**config.mk**
```make
export PLATFORM = sky130hd
export DESIGN_NAME = block1_pool
export DESIGN_NICKNAME = d
export VERILOG_FILES = /design/src/rtl/block1_pool.sv
export SDC_FILE = /design/constraint.sdc
export NUM_CORES = 2
export LEC_CHECK = 0
export BUFFER_PORTS_ARGS = -buffer_cell sky130_fd_sc_hd__buf_4
export CAP_MARGIN = 20
export CORE_ASPECT_RATIO = 0.5
export CORE_UTILIZATION = 40
export CTS_CLUSTER_SIZE = 12
export DETAILED_ROUTE_END_ITERATION = 10
export PLACE_DENSITY = 0.56
export SETUP_SLACK_MARGIN = 0.15
export SYNTH_ARGS = -nofsm -noshare
export SYNTH_HDL_FRONTEND = slang
export SYNTH_SLANG_ARGS = --single-unit
```
**constraint.sdc**
```tcl
create_clock -name clk -period 51.1 [get_ports clk]
set_input_delay 5.11 -clock clk [delete_from_list [all_inputs] [get_ports clk]]
set_output_delay 5.11 -clock clk [all_outputs]
set_load 0.02 [all_outputs]
```
**src/rtl/block1_pool.sv**
```systemverilog
// block1_pool: 2x2 stride-2 max-pooling over 8 lockstep fp32 channels.
// Counters and control live in the top. Each channel is one lane instance
// holding its own pending pixel, its half-row line buffer and its output register.

module block1_pool_lane #(
  parameter int DW = 32,
  parameter int NB = 2,
  parameter int IW = 1
) (
  input  logic          clk,
  input  logic          rst,
  input  logic          hold_we_i,
  input  logic          lb_we_i,
  input  logic          out_en_i,
  input  logic [IW-1:0] idx_i,
  input  logic [DW-1:0] din_i,
  output logic [DW-1:0] dout_o
);

  logic [DW-1:0] h_q;
  logic [DW-1:0] lb_q [NB];
  logic [DW-1:0] out_q;
  logic [DW-1:0] p;
  logic [DW-1:0] res;

  // Bitwise fp32 max. NaN gets no special case. On a tie the function returns a.
  function automatic logic [DW-1:0] fmax(input logic [DW-1:0] a, input logic [DW-1:0] b);
    if (a[DW-1] != b[DW-1])  return a[DW-1] ? b : a;
    else if (!a[DW-1])       return (b[DW-2:0] > a[DW-2:0]) ? b : a;
    else                     return (b[DW-2:0] < a[DW-2:0]) ? b : a;
  endfunction

  // Horizontal pair max, then vertical max against the buffered upper pair.
  always_comb begin
    p   = fmax(h_q, din_i);
    res = fmax(lb_q[idx_i], p);
  end

  // Holding register and line buffer. Their contents need no reset.
  always_ff @(posedge clk) begin
    if (hold_we_i) h_q <= din_i;
    if (lb_we_i)   lb_q[idx_i] <= p;
  end

  // The output register holds its value between pooled pixels.
  always_ff @(posedge clk or posedge rst) begin
    if (rst)           out_q <= '0;
    else if (out_en_i) out_q <= res;
  end

  assign dout_o = out_q;

endmodule

module block1_pool #(
  parameter int DATA_WIDTH = 32,
  parameter int WIDTH      = 4,
  parameter int HEIGHT     = 4
) (
  input  logic                  clk,
  input  logic                  reset,
  input  logic                  valid_in,
  input  logic [DATA_WIDTH-1:0] data_in_0,
  input  logic [DATA_WIDTH-1:0] data_in_1,
  input  logic [DATA_WIDTH-1:0] data_in_2,
  input  logic [DATA_WIDTH-1:0] data_in_3,
  input  logic [DATA_WIDTH-1:0] data_in_4,
  input  logic [DATA_WIDTH-1:0] data_in_5,
  input  logic [DATA_WIDTH-1:0] data_in_6,
  input  logic [DATA_WIDTH-1:0] data_in_7,
  output logic [DATA_WIDTH-1:0] data_out_0,
  output logic [DATA_WIDTH-1:0] data_out_1,
  output logic [DATA_WIDTH-1:0] data_out_2,
  output logic [DATA_WIDTH-1:0] data_out_3,
  output logic [DATA_WIDTH-1:0] data_out_4,
  output logic [DATA_WIDTH-1:0] data_out_5,
  output logic [DATA_WIDTH-1:0] data_out_6,
  output logic [DATA_WIDTH-1:0] data_out_7,
  output logic                  valid_out,
  output logic                  done
);

  localparam int NUM_LANES = 8;
  localparam int CW = (WIDTH  > 1) ? $clog2(WIDTH)  : 1;
  localparam int RW = (HEIGHT > 1) ? $clog2(HEIGHT) : 1;
  localparam int NB = WIDTH / 2;
  localparam int IW = (NB > 1) ? $clog2(NB) : 1;

  localparam logic [CW-1:0] COL_LAST  = CW'(WIDTH - 1);
  localparam logic [RW-1:0] ROW_LAST  = RW'(HEIGHT - 1);
  // The last column or row of an odd-sized image falls outside every window.
  localparam logic [CW-1:0] PCOL_LAST = CW'(2 * NB - 1);
  localparam logic [RW-1:0] PROW_LAST = RW'(2 * (HEIGHT / 2) - 1);

  typedef enum logic {IDLE, RUN} state_e;

  state_e        state_q, state_d;
  logic [CW-1:0] col_q, col_d;
  logic [RW-1:0] row_q, row_d;
  logic          valid_q, done_q;

  logic          last_px, active, last_pool;
  logic          hold_we, lb_we, out_en, done_d;
  logic [IW-1:0] idx;

  logic [NUM_LANES-1:0][DATA_WIDTH-1:0] din, dout;

  assign din = {data_in_7, data_in_6, data_in_5, data_in_4,
                data_in_3, data_in_2, data_in_1, data_in_0};

  assign {data_out_7, data_out_6, data_out_5, data_out_4,
          data_out_3, data_out_2, data_out_1, data_out_0} = dout;

  // Raster position. It moves only on valid pixels and wraps at the end of an image.
  always_comb begin
    col_d = col_q;
    row_d = row_q;
    if (valid_in) begin
      if (col_q == COL_LAST) begin
        col_d = '0;
        row_d = (row_q == ROW_LAST) ? '0 : row_q + RW'(1);
      end else begin
        col_d = col_q + CW'(1);
      end
    end
  end

  // Decode which action this pixel triggers. Gaps do nothing.
  always_comb begin
    last_px   = (col_q == COL_LAST) && (row_q == ROW_LAST);
    active    = valid_in && (col_q <= PCOL_LAST) && (row_q <= PROW_LAST);
    last_pool = (col_q == PCOL_LAST) && (row_q == PROW_LAST);
    hold_we   = active && !col_q[0];
    lb_we     = active &&  col_q[0] && !row_q[0];
    out_en    = active &&  col_q[0] &&  row_q[0];
    idx       = IW'(col_q >> 1);
    done_d    = out_en && last_pool && (state_q == RUN);
  end

  // Control FSM: RUN spans one image, from its first pixel to its last.
  always_comb begin
    state_d = state_q;
    case (state_q)
      IDLE:    if (valid_in)            state_d = RUN;
      RUN:     if (valid_in && last_px) state_d = IDLE;
      default:                          state_d = IDLE;
    endcase
  end

  // Counters, state and the registered output strobes.
  always_ff @(posedge clk or posedge reset) begin
    if (reset) begin
      state_q <= IDLE;
      col_q   <= '0;
      row_q   <= '0;
      valid_q <= 1'b0;
      done_q  <= 1'b0;
    end else begin
      state_q <= state_d;
      col_q   <= col_d;
      row_q   <= row_d;
      valid_q <= out_en;
      done_q  <= done_d;
    end
  end

  assign valid_out = valid_q;
  assign done      = done_q;

  for (genvar l = 0; l < NUM_LANES; l++) begin : g_lane
    block1_pool_lane #(.DW(DATA_WIDTH), .NB(NB), .IW(IW)) u_lane (
      .clk       (clk),
      .rst       (reset),
      .hold_we_i (hold_we),
      .lb_we_i   (lb_we),
      .out_en_i  (out_en),
      .idx_i     (idx),
      .din_i     (din[l]),
      .dout_o    (dout[l])
    );
  end

endmodule

```
# ---- Word level (Yosys, flattened, before mapping)
# Memories as Yosys holds them, arrays and structs flattened.
# Cells that the tools add are included.
dict set report totals {
  latch_bits 0
  output_inout_bits 258
  word_cells 184
  ramBits 512
  rom_bits 0
  mem_count 8
  inputBits 259
  ff_bits 519
}
# memory words word_bits read_ports rd_clocked_by_memory_dff write_ports line_no
set memory_table {}
lappend memory_table {{g_lane[0].u_lane.lb_q} 2 32 1 0 1 21} ;# logic [DW-1:0] lb_q [NB];
lappend memory_table {{g_lane[1].u_lane.lb_q} 2 32 1 0 1 21}
lappend memory_table {{g_lane[2].u_lane.lb_q} 2 32 1 0 1 21}
lappend memory_table {{g_lane[3].u_lane.lb_q} 2 32 1 0 1 21}
lappend memory_table {{g_lane[4].u_lane.lb_q} 2 32 1 0 1 21}
lappend memory_table {{g_lane[5].u_lane.lb_q} 2 32 1 0 1 21}
lappend memory_table {{2 more memories} - - - - - -}
dict set report classes {
  shifts 0
  n_reduce_logical 13
  n_addsub 2
  multipliers 0
  bitwise_logic 1
  magnitude_cmp 34
  muxes 87
  div_mod_pow 0
  n_eq_ne 18
}
# op n
set op_table {}
lappend op_table {{$mux W32} 80}
lappend op_table {{$gt A31 B31 Y1} 16}
lappend op_table {{$lt A31 B31 Y1} 16}
lappend op_table {{$ne A1 B1 Y1} 16}
lappend op_table {{$logic_and A1 B1 Y1} 10}
lappend op_table {{$add A2 B1 Y2 const B} 2}
lappend op_table {{$eq A2 B2 Y1 const B} 2}
lappend op_table {{$le A2 B2 Y1 const B} 2}
lappend op_table {{$mux W1} 4}
lappend op_table {{$mux W2} 2}
lappend op_table {{$logic_not A1 Y1} 2}
lappend op_table {{$pmux W1 S2} 1}
lappend op_table {{$reduce_and A2 Y1} 1}
lappend op_table {{$not A1 Y1} 1}

# ---- Logic depth before layout (Yosys ltp)
dict set report depth {
  ltp_word 8
  depth_mapped 24
  ltp_nobuf 21
}

# ---- Modules after synthesis
# From an unflattened synthesis, not the netlist that was laid out.
dict set report hier_totals {
  cells_unflattened 4527
  area_unflattened_um2 55809.8
}
# mod cells_per_inst instances area_each_um2
set modules_own_cells {}
lappend modules_own_cells {{block1_pool_lane (g_lane[1].u_lane ...)} 550 4 6825.3}
lappend modules_own_cells {{block1_pool_lane (g_lane[0].u_lane)} 602 1 7241.9}
lappend modules_own_cells {{block1_pool_lane (g_lane[2].u_lane)} 627 1 7208.2}
lappend modules_own_cells {{block1_pool_lane (g_lane[7].u_lane)} 584 1 7134.3}
lappend modules_own_cells {{block1_pool_lane (g_lane[6].u_lane)} 488 1 6595.1}
lappend modules_own_cells {block1_pool 26 1 329.1}

# ---- Worst setup path after synthesis
# Ideal clock, no wire load.
dict set report synth_timing {
  path_kind {in2reg}
  startpoint {input valid_in}
  endpoint {memory g_lane[0].u_lane.lb_q[1][0], enable pin}
  slack_ns 25.981
  t_required_ns 49.858
  arrival_ns 23.876
  path_stages 3
  path_cell_list {clkbuf_1 -> nand2_1 -> nor3b_1}
}
dict set report synth_via {
  elab_chain_len 6
}
# element line_no
set synth_rtl {}
lappend synth_rtl {{start: declaration} 62} ;# input logic valid_in,
lappend synth_rtl {{$logic_and A1 B1 Y1 (2 in series)} 131} ;# active = valid_in && (col_q <= PCOL_LAST) && (row_q <= PROW_LAST);
lappend synth_rtl {{$logic_and A1 B1 Y1 (2 in series)} 134} ;# lb_we = active && col_q[0] && !row_q[0];
lappend synth_rtl {{$mux W1} 42} ;# if (lb_we_i) lb_q[idx_i] <= p;
lappend synth_rtl {{$mux W1 (not written as such)} 42}
lappend synth_rtl {{end: declaration} 21}
# Every way passes these cells.

# ---- Worst setup path in the final report
dict set report layout_timing {
  startpoint {input data_in_3[26]}
  endpoint {register g_lane[3].u_lane.out_q[19]}
}
dict set report layout_via {
  elab_chain_len 8
  word_cells_on_any_way 15
  classes_between {order compare: 4; eq/ne: 1; mux: 10}
}
# element line_no
set layout_rtl {}
lappend layout_rtl {{start: declaration} 66} ;# input logic [DATA_WIDTH-1:0] data_in_3,
lappend layout_rtl {{$gt A31 B31 Y1 / $lt A31 B31 Y1 (equally long branches)} {29, 30}}
lappend layout_rtl {{$mux W32, on equally long branches} {29, 30}}
lappend layout_rtl {{$mux W32} 29} ;# else if (!a[DW-1]) return (b[DW-2:0] > a[DW-2:0]) ? b : a;
lappend layout_rtl {{$mux W32 *} 28} ;# if (a[DW-1] != b[DW-1]) return a[DW-1] ? b : a;
lappend layout_rtl {{named net g_lane[3].u_lane.p[26]} 23} ;# logic [DW-1:0] p;
lappend layout_rtl {{$gt A31 B31 Y1 / $lt A31 B31 Y1 (equally long branches)} {29, 30}}
lappend layout_rtl {{$mux W32, on equally long branches} {29, 30}}
lappend layout_rtl {{$mux W32 *} 29}
lappend layout_rtl {{$mux W32 *} 28}
lappend layout_rtl {{end signal: assignment} 48} ;# else if (out_en_i) out_q <= res;
lappend layout_rtl {{end: declaration} 22} ;# logic [DW-1:0] out_q;
# The timed path passes the listed nets; every way through them passes the cells marked *.
# A chain may end at the register's enable or synchronous reset.

==> qor.yml <==
finalSetupViolations: 0
via_per_inst: 5.69
p_leak_uw: 0.0282
seqPwrFrac: 0.362
slew_headroom: 0.248
cts.root.buffer_cell: "clkbuf_16"
pre_cts_ws_ps: 39090
cts_tree: "yes"
ys_seq_area_frac: 0.518
grt_usage: 0.229
crit_arrival_ps: 12000
wirelength_microns: 169000
die_h_microns: 269
clock_power_share: 0.227
ant_nets: 0
vdd_drop_max_v: 0.0000410
io_buffers: 516
clock_latency_ps: 720
pwr_density_cell_mw_per_mm2: 50.6
first_pass_iters: 7
hpwl_microns: 115000
synth.distinct_cells: 76
grt_pass1_vias: 42000
holdBufCountCts: 0
grt_use_met1: 0.292
yosysTopAreaCellShare: 0.403
clkTransAtPathRegs_ps: 60
place_area_sq_mm: 0.0632
crit_type: "in2reg"
wire_per_inst_microns: 23.4
synth-edff-count: 768
gp_congestion: 0.836
max_freq_mhz: 87.8
grt_overflow: 0
p_total_uw: 3370
grt_util_met2: 0.396
hold_violations: 0
drcViolationCount: 0
antenna_found_initial: 8
finalInstanceArea_sq_mm: 0.0666
cts.repair.resized: 0
grt_max_degree: 160
cts_sinks: 1031
status: "finished clean"
syn_inst: 4772
ios: 517
hold_class: "reg2reg"
post-route-period-util: 0.223
drtIter0Drc: 2742
synth_area_sq_mm: 0.0572
sw_frac_of_total: 0.385
startpoint_type: "primary input"
synth_largest_area_cell: "edfxtp_1"
syn-num-nets: 5545
setup_slack_ps: 39710
finalClockSkew_ps: 28.0
cp_max_fo: 21
htreeDepth: 3
grt_pass1_wl_microns: 257000
critical_path_required_ps: 51700
final_common_cell: "edfxtp_1"
cts.path.max_buffers: 3
end_kind: "flop"
busiest_layer: "met2"
min_period_ps: 11390
cts_buffers: 104
drv_slew: 0
ys_async_sr_fraction: 0.255
layout-drive-gt1-share: 0.178
synth-seq-cells: 1031
synth_ff_type: "edfxtp_1"
cts_setup_buffers: 0
worstMarginPinSlew_ps: 1120
grtUsageMet3: 0.0334
grt_setup_unrepaired: "no"
synth.avg_cell_area_sq_um: 12.0
final_nets: 5999
core_area_sq_mm: 0.141
rows: 97
power_switching_uw: 1300
dieArea_sq_mm: 0.145
fin_setup_tns_ps: 0
p_comb_frac: 0.411
area_growth_pct: 16.3
yosys_warnings: 0
die_w_microns: 537
drv_cap: 0
internal_power_uw: 2070
fill_cells: 12700
vias: 41000
synthTopCellsByArea: "edfxtp_1, dfrtp_1, ha_1"
final_cell_mix: "edfxtp_1, buf_4, ha_1"
initial_core_util: 0.406
cell usage after synthesis, types with 34 or more instances:
cell type / number
nor3_1: 37
nand4_1: 77
nand2_1: 319
o311ai_0: 41
buf_2: 40
mux2i_1: 418
nand2b_1: 41
o211ai_1: 77
inv_1: 374
o21ai_0: 152
a31oi_1: 50
mux2_2: 174
a21oi_1: 239
dfrtp_1: 263
a21o_1: 97
edfxtp_1: 768
a22o_1: 34
nor3b_1: 63
a221o_1: 134
nor2_1: 128
nand3_1: 129
clkbuf_1: 150
a221oi_1: 41
ha_1: 514
o31ai_1: 36
final timing paths:
check | from | endpoint | slack, ps | depth (start not counted)
hold reg to reg | g_lane[3].u_lane.dout_o[10] | g_lane[3].u_lane.dout_o[10] | 500 | 2
max in group asynchronous | reset | g_lane[1].u_lane.dout_o[19] | 44660 | 5
hold / removal | g_lane[3].u_lane.dout_o[10] | g_lane[3].u_lane.dout_o[10] | 500 | 2
setup / recovery | data_in_3[26] | g_lane[3].u_lane.dout_o[19] | 39710 | 22
setup reg to reg | g_lane[3].u_lane.h_q[25] | g_lane[3].u_lane.dout_o[19] | 43770 | 22
min in group asynchronous | reset | g_lane[6].u_lane.dout_o[29] | 4500 | 2
state kept, by name, indices dropped and copies added (netlist names):
signal,cells
col_q,2
state_q,1
g_lane.u_lane.dout_o,256
done,1
row_q,2
valid_out,1
g_lane.u_lane.lb_q,512
g_lane.u_lane.h_q,256
metal layers:
metal  share of wire  vias up
li1                -    19200
met1            0.42    20400
met4           0.031        2
met3           0.047      255
met5        0.000071        -
met2            0.50     1086
metrics by stage:
| stage | instances | utilization | hold WS (ps) |
|---|---|---|---|
| floorplan | 4772 | - | 481 |
| global placement | 6994 | 0.448 | 479 |
| detailed placement | 6996 | 0.448 | 478 |
| CTS | 7191 | 0.471 | 502 |
| global route | 7202 | 0.472 | 518 |
| finish | 7202 | 0.472 | 497 |
logic make-up after synthesis:
kind of cell / Yosys count / synth area share
adders and majority gates: 514 / 0.112
muxes: 607 / 0.111
buffers and inverters: 603 / 0.0416
AOI/OAI and AO/OA: 1072 / 0.134
DFF: 1031 / 0.518
and+or+nand+nor: 945 / 0.0829
power groups by stage:
stage / clock network, uW / registers [uW] / logic, uW
CTS: 785 / 1220 / 1390
detailed placement: 0 / 1240 / 1380
floorplan: 0 / 1340 / 797
global placement: 0 / 1230 / 1370
finish: 765 / 1220 / 1390
global route: 817 / 1230 / 1510
worst max-delay path, cell delays in order:
cell and delay [ps]:
buf_4 130, ha_1 310, nand4_1 200, nor4_1 820, nand3_1 320, nand2_1 180
a21o_1 110, a21oi_1 70, buf_4 210, nor2_4 540, buf_4 430, mux2i_1 290
inv_1 110, ha_1 310, and3_1 150, nand3_1 120, or3_1 400, nor2_1 250
a211oi_2 160, o31ai_1 480, nand2_1 780, o221ai_1 470
cell type report:
cell class / count / area, sq um / share of cell area
multi-input combinational: 3138 / 25400 / 0.381
tap: 1881 / 2350 / 0.0354
antenna: 6 / 15.0 / 0.000226
timing repair buffer: 577 / 4490 / 0.0674
inverter: 374 / 1410 / 0.0212
clock buffer: 172 / 3040 / 0.0456
clock inverter: 23 / 238 / 0.00357
sequential: 1031 / 29600 / 0.445
Power figures use the tool's default switching activity.
